[config.mk]
export PLATFORM = sky130hd
export DESIGN_NAME = logic_unit_pipe
export DESIGN_NICKNAME = d
export VERILOG_FILES = /design/src/rtl/logic_pkg.sv /design/src/rtl/logic_op_core.sv /design/src/rtl/logic_unit_pipe.sv
export SDC_FILE = /design/constraint.sdc
export NUM_CORES = 1
export LEC_CHECK = 0
export ABC_AREA = 0
export CORE_MARGIN = 1
export CORE_UTILIZATION = 38
export DETAILED_ROUTE_END_ITERATION = 10
export PLACE_DENSITY_LB_ADDON = 0.2
export SLEW_MARGIN = 40
export SYNTH_ARGS = -nofsm -noshare
export SYNTH_HDL_FRONTEND = slang
export SYNTH_SLANG_ARGS = --single-unit
[constraint.sdc]
create_clock -name clk -period 3.3 [get_ports clk]
set_input_delay 0.33 -clock clk [delete_from_list [all_inputs] [get_ports clk]]
set_output_delay 0.33 -clock clk [all_outputs]
set_load 0.01 [all_outputs]
[src/rtl/logic_pkg.sv]
// Shared definitions for the pipelined bitwise logic unit: operation
// codes and the legal ranges of the elaboration parameters.
package logic_pkg;

  typedef enum logic [2:0] {
    OP_AND    = 3'd0,
    OP_OR     = 3'd1,
    OP_XOR    = 3'd2,
    OP_NAND   = 3'd3,
    OP_NOR    = 3'd4,
    OP_XNOR   = 3'd5,
    OP_NOT_A  = 3'd6,
    OP_ACC_OR = 3'd7
  } op_e;

  localparam int STAGES_MIN = 1;
  localparam int STAGES_MAX = 4;
  localparam int WIDTH_MIN  = 1;
  localparam int WIDTH_MAX  = 64;

endpackage

[src/rtl/logic_op_core.sv]
// Combinational heart of the logic unit: evaluates one of eight bitwise
// operations and derives the zero flag (and parity when
// LOGIC_UNIT_PARITY_EN is defined) from the result.
module logic_op_core
  import logic_pkg::*;
#(
  parameter int WIDTH = 16
) (
  input  logic [WIDTH-1:0] a,
  input  logic [WIDTH-1:0] b,
  input  op_e              op,
  input  logic [WIDTH-1:0] acc,
  output logic [WIDTH-1:0] result,
  output logic             zero
`ifdef LOGIC_UNIT_PARITY_EN
  , output logic           parity
`endif
);

  // Select the operation; acc is already the post-clear accumulator value
  always_comb begin
    result = '0;
    case (op)
      OP_AND:    result = a & b;
      OP_OR:     result = a | b;
      OP_XOR:    result = a ^ b;
      OP_NAND:   result = ~(a & b);
      OP_NOR:    result = ~(a | b);
      OP_XNOR:   result = ~(a ^ b);
      OP_NOT_A:  result = ~a;
      OP_ACC_OR: result = acc | a | b;
      default:   result = '0;
    endcase
  end

  assign zero = ~|result;

`ifdef LOGIC_UNIT_PARITY_EN
  assign parity = ^result;
`endif

endmodule

[src/rtl/logic_unit_pipe.sv]
// Pipelined bitwise logic engine with a sticky OR accumulator.
// Result, zero flag and valid travel through STAGES register stages.
// Optional feature macro: LOGIC_UNIT_PARITY_EN adds o_parity.
module logic_unit_pipe
  import logic_pkg::*;
#(
  parameter int WIDTH  = 16,
  parameter int STAGES = 1
) (
  input  logic             clk,
  input  logic             rst_n,
  input  logic             i_valid,
  input  logic [2:0]       i_op,
  input  logic [WIDTH-1:0] i_data_a,
  input  logic [WIDTH-1:0] i_data_b,
  input  logic             i_acc_clr,
  output logic             o_valid,
  output logic [WIDTH-1:0] o_data,
  output logic             o_zero
`ifdef LOGIC_UNIT_PARITY_EN
  , output logic           o_parity
`endif
);

  if (STAGES < STAGES_MIN || STAGES > STAGES_MAX) begin : g_bad_stages
    $error("logic_unit_pipe: STAGES out of range");
  end
  if (WIDTH < WIDTH_MIN || WIDTH > WIDTH_MAX) begin : g_bad_width
    $error("logic_unit_pipe: WIDTH out of range");
  end

  op_e              op;
  logic [WIDTH-1:0] acc_q;
  logic [WIDTH-1:0] acc_eff;
  logic [WIDTH-1:0] core_result;
  logic             core_zero;

  logic [STAGES-1:0] valid_q;
  logic [WIDTH-1:0]  data_q [STAGES];
  logic [STAGES-1:0] zero_q;

`ifdef LOGIC_UNIT_PARITY_EN
  logic              core_parity;
  logic [STAGES-1:0] parity_q;
`endif

  assign op      = op_e'(i_op);
  // A clear in the same cycle as an ACC_OR beat wins, so the beat sees zero
  assign acc_eff = i_acc_clr ? '0 : acc_q;

  logic_op_core #(.WIDTH(WIDTH)) u_core (
    .a      (i_data_a),
    .b      (i_data_b),
    .op     (op),
    .acc    (acc_eff),
    .result (core_result),
    .zero   (core_zero)
`ifdef LOGIC_UNIT_PARITY_EN
    , .parity (core_parity)
`endif
  );

  // Accumulator moves only on accepted ACC_OR beats or an explicit clear
  always_ff @(posedge clk or negedge rst_n) begin
    if (!rst_n) begin
      acc_q <= '0;
    end else if (i_valid && op == OP_ACC_OR) begin
      acc_q <= core_result;
    end else if (i_acc_clr) begin
      acc_q <= '0;
    end
  end

  // Valid shifts every cycle; payload of a stage loads only behind a valid beat
  always_ff @(posedge clk or negedge rst_n) begin
    if (!rst_n) begin
      valid_q <= '0;
      zero_q  <= '0;
`ifdef LOGIC_UNIT_PARITY_EN
      parity_q <= '0;
`endif
      for (int k = 0; k < STAGES; k++) begin
        data_q[k] <= '0;
      end
    end else begin
      valid_q[0] <= i_valid;
      if (i_valid) begin
        data_q[0] <= core_result;
        zero_q[0] <= core_zero;
`ifdef LOGIC_UNIT_PARITY_EN
        parity_q[0] <= core_parity;
`endif
      end
      for (int k = 1; k < STAGES; k++) begin
        valid_q[k] <= valid_q[k-1];
        if (valid_q[k-1]) begin
          data_q[k] <= data_q[k-1];
          zero_q[k] <= zero_q[k-1];
`ifdef LOGIC_UNIT_PARITY_EN
          parity_q[k] <= parity_q[k-1];
`endif
        end
      end
    end
  end

  assign o_valid = valid_q[STAGES-1];
  assign o_data  = data_q[STAGES-1];
  assign o_zero  = zero_q[STAGES-1];
`ifdef LOGIC_UNIT_PARITY_EN
  assign o_parity = parity_q[STAGES-1];
`endif

endmodule
# Word-level counts from Yosys, hierarchy flattened
# Index checks and enable logic that the tools add are counted.
# classes
n_eq_ne	7
mux	3
bitwise	9
reduce_logical	4
# op_table
cell	n
$pmux W16 S8	1
$not A16 Y16	4
$or A16 B16 Y16	3
$mux W16	2
$and A16 B16 Y16	1
$reduce_or A16 Y1	1
$xor A16 B16 Y16	1
$eq A3 B3 Y1 const B	4
$eq A3 B2 Y1 const B	2
$eq A3 B1 Y1 const B	1
$logic_not A3 Y1	1
$logic_and A1 B1 Y1	1
$logic_not A1 Y1	1
# word_totals
ff_bits	34

# Logic depth before layout (Yosys ltp)
# depth
depth_word	6
mapped_depth	9
ltp_nobuf	8

# Cells and area by module
# A second synthesis with hierarchy kept.
# unflattened
hier_cells	370
area_unflattened_um2	3333.2
# modules_own_cells
mod	instances	cells_each	area_per_inst_um2
logic_op_core	1	282	1913.1
logic_unit_pipe	1	88	1420.1

# Worst setup path after synthesis
# Ideal clock, no wire load.
# synth_timing
kind	input to register
start	input port i_data_a[15]
end	register zero_q, in the netlist o_zero
arrival_time_ps	1856
required_time_ps	3205
setup_slack_ps	1348
cell_stages	8
n_path_buf	0
cell_sequence	inv_1 -> ha_1 -> nand3b_1 -> a21oi_1 -> or4_4 -> a222oi_1 -> nand4_1 -> o32ai_2
# synth_between
elab_chain_cells	5
word_cells_on_any_way	12
# synth_lines
item	line_no	rtl
start, declared	logic_unit_pipe.sv:14	input logic [WIDTH-1:0] i_data_a,
$or A16 B16 Y16 (tied with other cells) (2 in a row)	logic_op_core.sv:31	OP_ACC_OR: result = acc | a | b;
$pmux W16 S8 (*)	logic_op_core.sv:23	case (op)
$reduce_or A16 Y1 (*)	logic_op_core.sv:36	assign zero = ~|result;
$logic_not A1 Y1 (*)	logic_op_core.sv:36	
end signal, assigned by index	logic_unit_pipe.sv:98	zero_q[k] <= zero_q[k-1];
end, declared	logic_unit_pipe.sv:40	logic [STAGES-1:0] zero_q;
# Mark *: on every way between the ends. The rest lies on a longest branch, timed or not.
# A chain may end at the register's enable or synchronous reset.

# Worst setup path in the final report
# layout_timing
start	input port i_op[0]
end	register zero_q, in the netlist o_zero
# layout_between
elab_chain_cells	4
word_cells_on_any_way	11
# layout_lines
item	line_no	rtl
start, declared	logic_unit_pipe.sv:13	input logic [2:0] i_op,
$eq A3 B3 Y1 (tied with other cells)	logic_op_core.sv:23	
$pmux W16 S8 (*)	logic_op_core.sv:23	
$reduce_or A16 Y1 (*)	logic_op_core.sv:36	
$logic_not A1 Y1 (*)	logic_op_core.sv:36	
# Marked as above.

==> summary.txt <==
Drt
  • Drt total wl: a little over 8000 um
  • Post-DRT Antenna Nets: 0
  • Initial DRC count: approximately 210
  • Routed vias/inst: roughly 5.3
  • Total iterations of the first detailed-routing run: 5
  • Wire length per cell: roughly 15 um
  • DRC Markers: 0
  • Via count: around 2900

Global routing
  • Grt met2 use: roughly 28%
  • Most Crowded Layer GR: met1
  • Vias in the first global route: about 2800
  • GR Util All Layers: between 10% and 20%
  • Antenna violations before repair: 0
  • First-pass GRT wire length: 13630 um
  • Grt met3 use: between 1.5 and 2%
  • Pin count of the biggest net entering global routing: between 40 and 50
  • Met1 usage: 29.71%
  • Overflow after GRT: 0

Flow run
  • Max Cap Viol: 0

Clocking
  • Post-CTS Setup Bufs: 0
  • Sink Count: 34
  • Total CTS buffers: 5
  • Post-cts repair resize count: 0
  • H-tree Lvls: 2
  • # hold bufs at CTS: 0
  • CTS root buf: clkbuf_8
  • Clock Latency Late Sink: roughly 0.27 ns
  • Clock transition at path regs: about 0.070 ns
  • TritonCTS clock tree: yes
  • Clk buf depth: 2

STA
  • Fmax: 399.4 MHz
  • Setup_tns: 0 ns
  • Period utilization: around 76%
  • Slew margin rel.: around three fifths
  • RSZ-0062 raised after global routing: false
  • Worst-Margin Slew: roughly 0.62 ns
  • Min Tclk post-route: 2.504 ns
  • Final hold violation count: 0
  • Final slew viol count: 0
  • Clock skew: 0.007867 ns
  • Setup violators final: 0

Synthesis
  • Post-synth ARST share: between 90% and 100%
  • Syn nets: 469
  • Synth area leaders: dfrtp_1 (26%), ha_1 (12%), nand2b_1 (4.9%), nor2b_1 (4.6%), inv_1 (4.3%)
  • Count of cell types in the netlist: a little under 50
  • Main flop type after synthesis: dfrtp_1
  • Mean Syn Cell Area: 8.290 um^2
  • Post-synthesis sequential area ratio: 25.79%
  • Top cell type by total area after synthesis: dfrtp_1
  • Post-Syn Instances: 398
  • Cell Area, Synth: ~3300 um^2
  • EDFF count, synth: 0
  • Synthesis-stage register bit count: 34
  • Top-area cell type share of the netlist area: about a quarter
  • Synth warn: 0

Worst setup path
  • Crit start category: input port
  • Largest stage delay, worst path: 0.81 ns
  • Critical path peak fanout: 22
  • Slowest-stage cell, CP: clkdlybuf4s50_1
  • Critical Path AT: ~2.7 ns
  • Crit path kind: in -> reg
  • Worst path cell trace: clkdlybuf4s50_1, buf_4, or3b_2, a21oi_1, o32a_1, nor2_1, nand4_1, o32ai_2
  • Worst setup EP type: flip-flop
  • Worst Path Required: roughly 3.5 ns

Power
  • Tot Pwr: between 1000 and 1500 uW
  • P_leak: ~0.0017 uW
  • Worst VDD drop: roughly 0.00027 V
  • Pwr dens: between 300 and 400 nW/um^2

Die
  • Die area: ~9000 um^2
  • Core Region: around 8300 um^2
  • Top Ports: 57
  • Core Rows: 33
  • Die W: between 90 and 100 um
  • Initial core utilization: around two fifths
  • Die Height: approximately 95 um

Final layout
  • Share of cells above drive strength 1: roughly a tenth
  • Register Area: between 800 and 900 um^2
  • # diodes: 0
  • NumNets Final: approximately 510
  • Area Overhead vs Synth: 21.16%
  • Final Util: between 40 and 50%
  • Final Cell Area: 3998 um^2
  • Footprint of the multi-input gates: ~2100 um^2
  • Filler cells: ~800

Placed design
  • Routability cong.: just over 0.8
  • Port-buffer cells: between 50 and 60
  • Placed standard-cell area: around 3900 um^2
  • DP Wirelength: between 6000 and 7000 um

Status
  • Status: finished clean

Hold path
  • HP Class: in -> async
[path summary, 6_finish.rpt]
path,from,to,slack [ns],cells after the start
worst max-delay path,i_op[0],o_zero,0.80,8
worst min-delay path,rst_n,acc_q[6],0.46,2
worst max register to register,acc_q[0],o_zero,1.40,6
worst min register to register,o_data[0],o_data[0],0.51,1
max in group asynchronous,rst_n,o_data[10],2.52,2
min in group clk,o_data[0],o_data[0],0.51,1
[stage by stage]
step / hold WS (ns) / cells / setup WS (ns)
global route: 0.5045 / 549 / 0.5463
CTS: 0.4648 / 549 / 0.7938
detailed placement: 0.4968 / 541 / 0.5024
floorplan: 0.03441 / 398 / 1.348
finish: 0.4570 / 549 / 0.7965
global placement: 0.4981 / 540 / 0.4960
[metal layers]
| layer | wire [um] | vias up |
|---|---|---|
| met5 | 0 | - |
| met4 | 68 | 0 |
| met3 | 449 | 4 |
| met2 | 3430 | 88 |
| met1 | 4269 | 1349 |
| li1 | - | 1495 |
[cell usage after synthesis, types with 2 or more instances]
master,n
mux2_2,8
nor3_1,3
nor2b_1,24
nor3b_1,7
mux2i_1,11
a31oi_1,5
buf_4,4
o22ai_1,6
dfrtp_1,34
o31a_1,7
inv_1,38
nor4_1,3
nand4_1,3
o221ai_1,3
or2_2,2
o32a_1,5
or2_1,3
clkbuf_1,11
a221oi_1,5
o32ai_1,4
buf_6,5
and2_1,5
nand2b_1,26
o21ai_0,22
a21oi_1,24
nand3b_1,5
o311ai_0,2
buf_2,8
ha_1,32
nand3_1,5
or3b_2,10
nor2_1,25
inv_2,2
nand2_1,21
o31ai_1,6
[cell families after synthesis]
kind of cell    share of synthesized area [%]
fa+ha+maj                               12.13
compound gates                          20.78
simple gates                            25.60
buf+inv                                 9.632
flops                                   25.79
mux                                     6.068
[state kept, by name (all words and copies together), names as in the netlist]
register and flops:
acc_q 16, o_data 16, o_valid 1, o_zero 1
[cell type report]
cell class,instances,area share (%)
repair buffers,66,16.09
flip-flops and latches,34,21.28
well taps,105,3.286
multi-input cells,296,53.30
inverters,40,3.756
clock buffers,7,2.160
clock inverters,1,0.1252
[critical path: cells and delay by family]
| kind | cells | cell delay [ns] |
|---|---|---|
| AO/OA/AOI/OAI | 3 | 0.69 |
| buffers and inverters | 2 | 1.14 |
| AND/OR/NAND/NOR | 3 | 0.53 |
[cells in the final DEF, fill, tap and decap left out, types with 4 or more instances in the layout]
cell / n
dfrtp_1: 34
and2_1: 5
nand2b_1: 26
o21ai_0: 22
buf_4: 9
a221oi_1: 5
o31ai_1: 6
ha_1: 32
o32ai_1: 4
or3b_2: 10
nand3b_1: 5
nand3_1: 5
nor2_1: 25
nor3b_1: 7
nand2_1: 21
inv_1: 38
clkdlybuf4s50_1: 55
clkbuf_8: 6
nor2b_1: 24
mux2_2: 8
o31a_1: 7
a21oi_1: 24
a31oi_1: 5
mux2i_1: 11
o22ai_1: 6
o32a_1: 5
[power breakdown]
group	switching [uW]	total [uW]	internal [uW]
Combinational	223	447	224
Sequential	19.5	476	457
Clock	138	306	168
Total	381	1230	849
Note: power is estimated with default switching activity, not from simulation.
==> edit (config.mk and constraints unchanged) <==
`STAGES`: 1 -> 2.
--- a/src/rtl/logic_unit_pipe.sv
+++ b/src/rtl/logic_unit_pipe.sv
@@ -7,3 +7,3 @@
   parameter int WIDTH  = 16,
-  parameter int STAGES = 1
+  parameter int STAGES = 2
 ) (
Check against the original RTL: not equivalent (Yosys sat finds a counterexample within 4 cycles, from zero or initial values and one cycle with rst_n low).
==> edit against the original RTL <==
  * Clock skew is 4.1 ps higher
  * Hold slack better by 54 ps
  * Sequential cell count is 18 higher
  * Final area is 12% higher
  * Global-route usage is 1.1 points lower
  * Synthesized area is 15% higher
  * Via count is 6.1% higher
  * Non-clock buffer count is 4 higher
  * Worst setup slack worse by 59 ps
  * Clock power is 20% higher
  * Routed wire length is 10% higher
  * Register-to-register slack worse by 310 ps
  * Power is 32% higher
  * Highest routed layer unchanged
==> edit: results <==
export IMPL_slowest_delay_ps=590
export IMPL_synth_compound_gate_area_share_pct=16.9
export IMPL_grt_pass1_vias=2989
export IMPL_grt_max_degree=36
export IMPL_track_usage_pct=18.1
export IMPL_cts_clk_slew_worst_paths_ps=90
export IMPL_netlist_area_leader_share_pct=34.3
export IMPL_dp_slack_ps=445
export IMPL_clock_power_share_pct=22.6
export IMPL_layout_drive_gt1_share_pct=13.2
export IMPL_cts_sinks=52
export IMPL_seqCellArea_um2=1300
export IMPL_wire_per_inst_um=15.5
export IMPL_finalClockSkew_ps=11.9
export IMPL_muxShareOfSynthArea_pct=14.1
export IMPL_inverters=38
export IMPL_min_path_type="flip-flop to flip-flop"
export IMPL_grt_util_met3_pct=2.53
export IMPL_drt_iter0_markers=67
export IMPL_pg_comb_uw=498
export IMPL_path_max_fanout=16
export IMPL_switchingPower_uw=475
export IMPL_status="finished, final reports clean"
export IMPL_place_congestion=0.802
export IMPL_met2_length_um=4520
export IMPL_synth_adder_area_share_pct=10.6
==> edit: worst paths after layout <==
| check | from | to | cells after the start |
|---|---|---|---|
| min reg2reg | o_data[7] | o_data[7] | 1 |
| max reg2reg | acc_q[11] | zero_q[0] | 7 |
| max in group asynchronous | rst_n | o_data[2] | 3 |
| min | o_data[7] | o_data[7] | 1 |
| max | i_op[2] | zero_q[0] | 9 |
| min in group asynchronous | rst_n | data_q[16] | 2 |
==> edit: per-stage QoR <==
| step | util [%] | power (µW) |
|---|---|---|
| CTS | 46.0 | 1640 |
| global placement | 45.0 | 1260 |
| detailed placement | 45.1 | 1270 |
| global route | 46.1 | 1720 |
| floorplan | - | 1090 |
| finish | 46.1 | 1630 |
==> edit: kinds of logic (layout without fill, tap and decap cells) <==
group,Yosys count,count (layout)
and+or+nand+nor,109,109
AOI/OAI and AO/OA,96,96
buffers and inverters,78,116
DFF,52,52
muxes,49,49
adders and majority gates,32,32
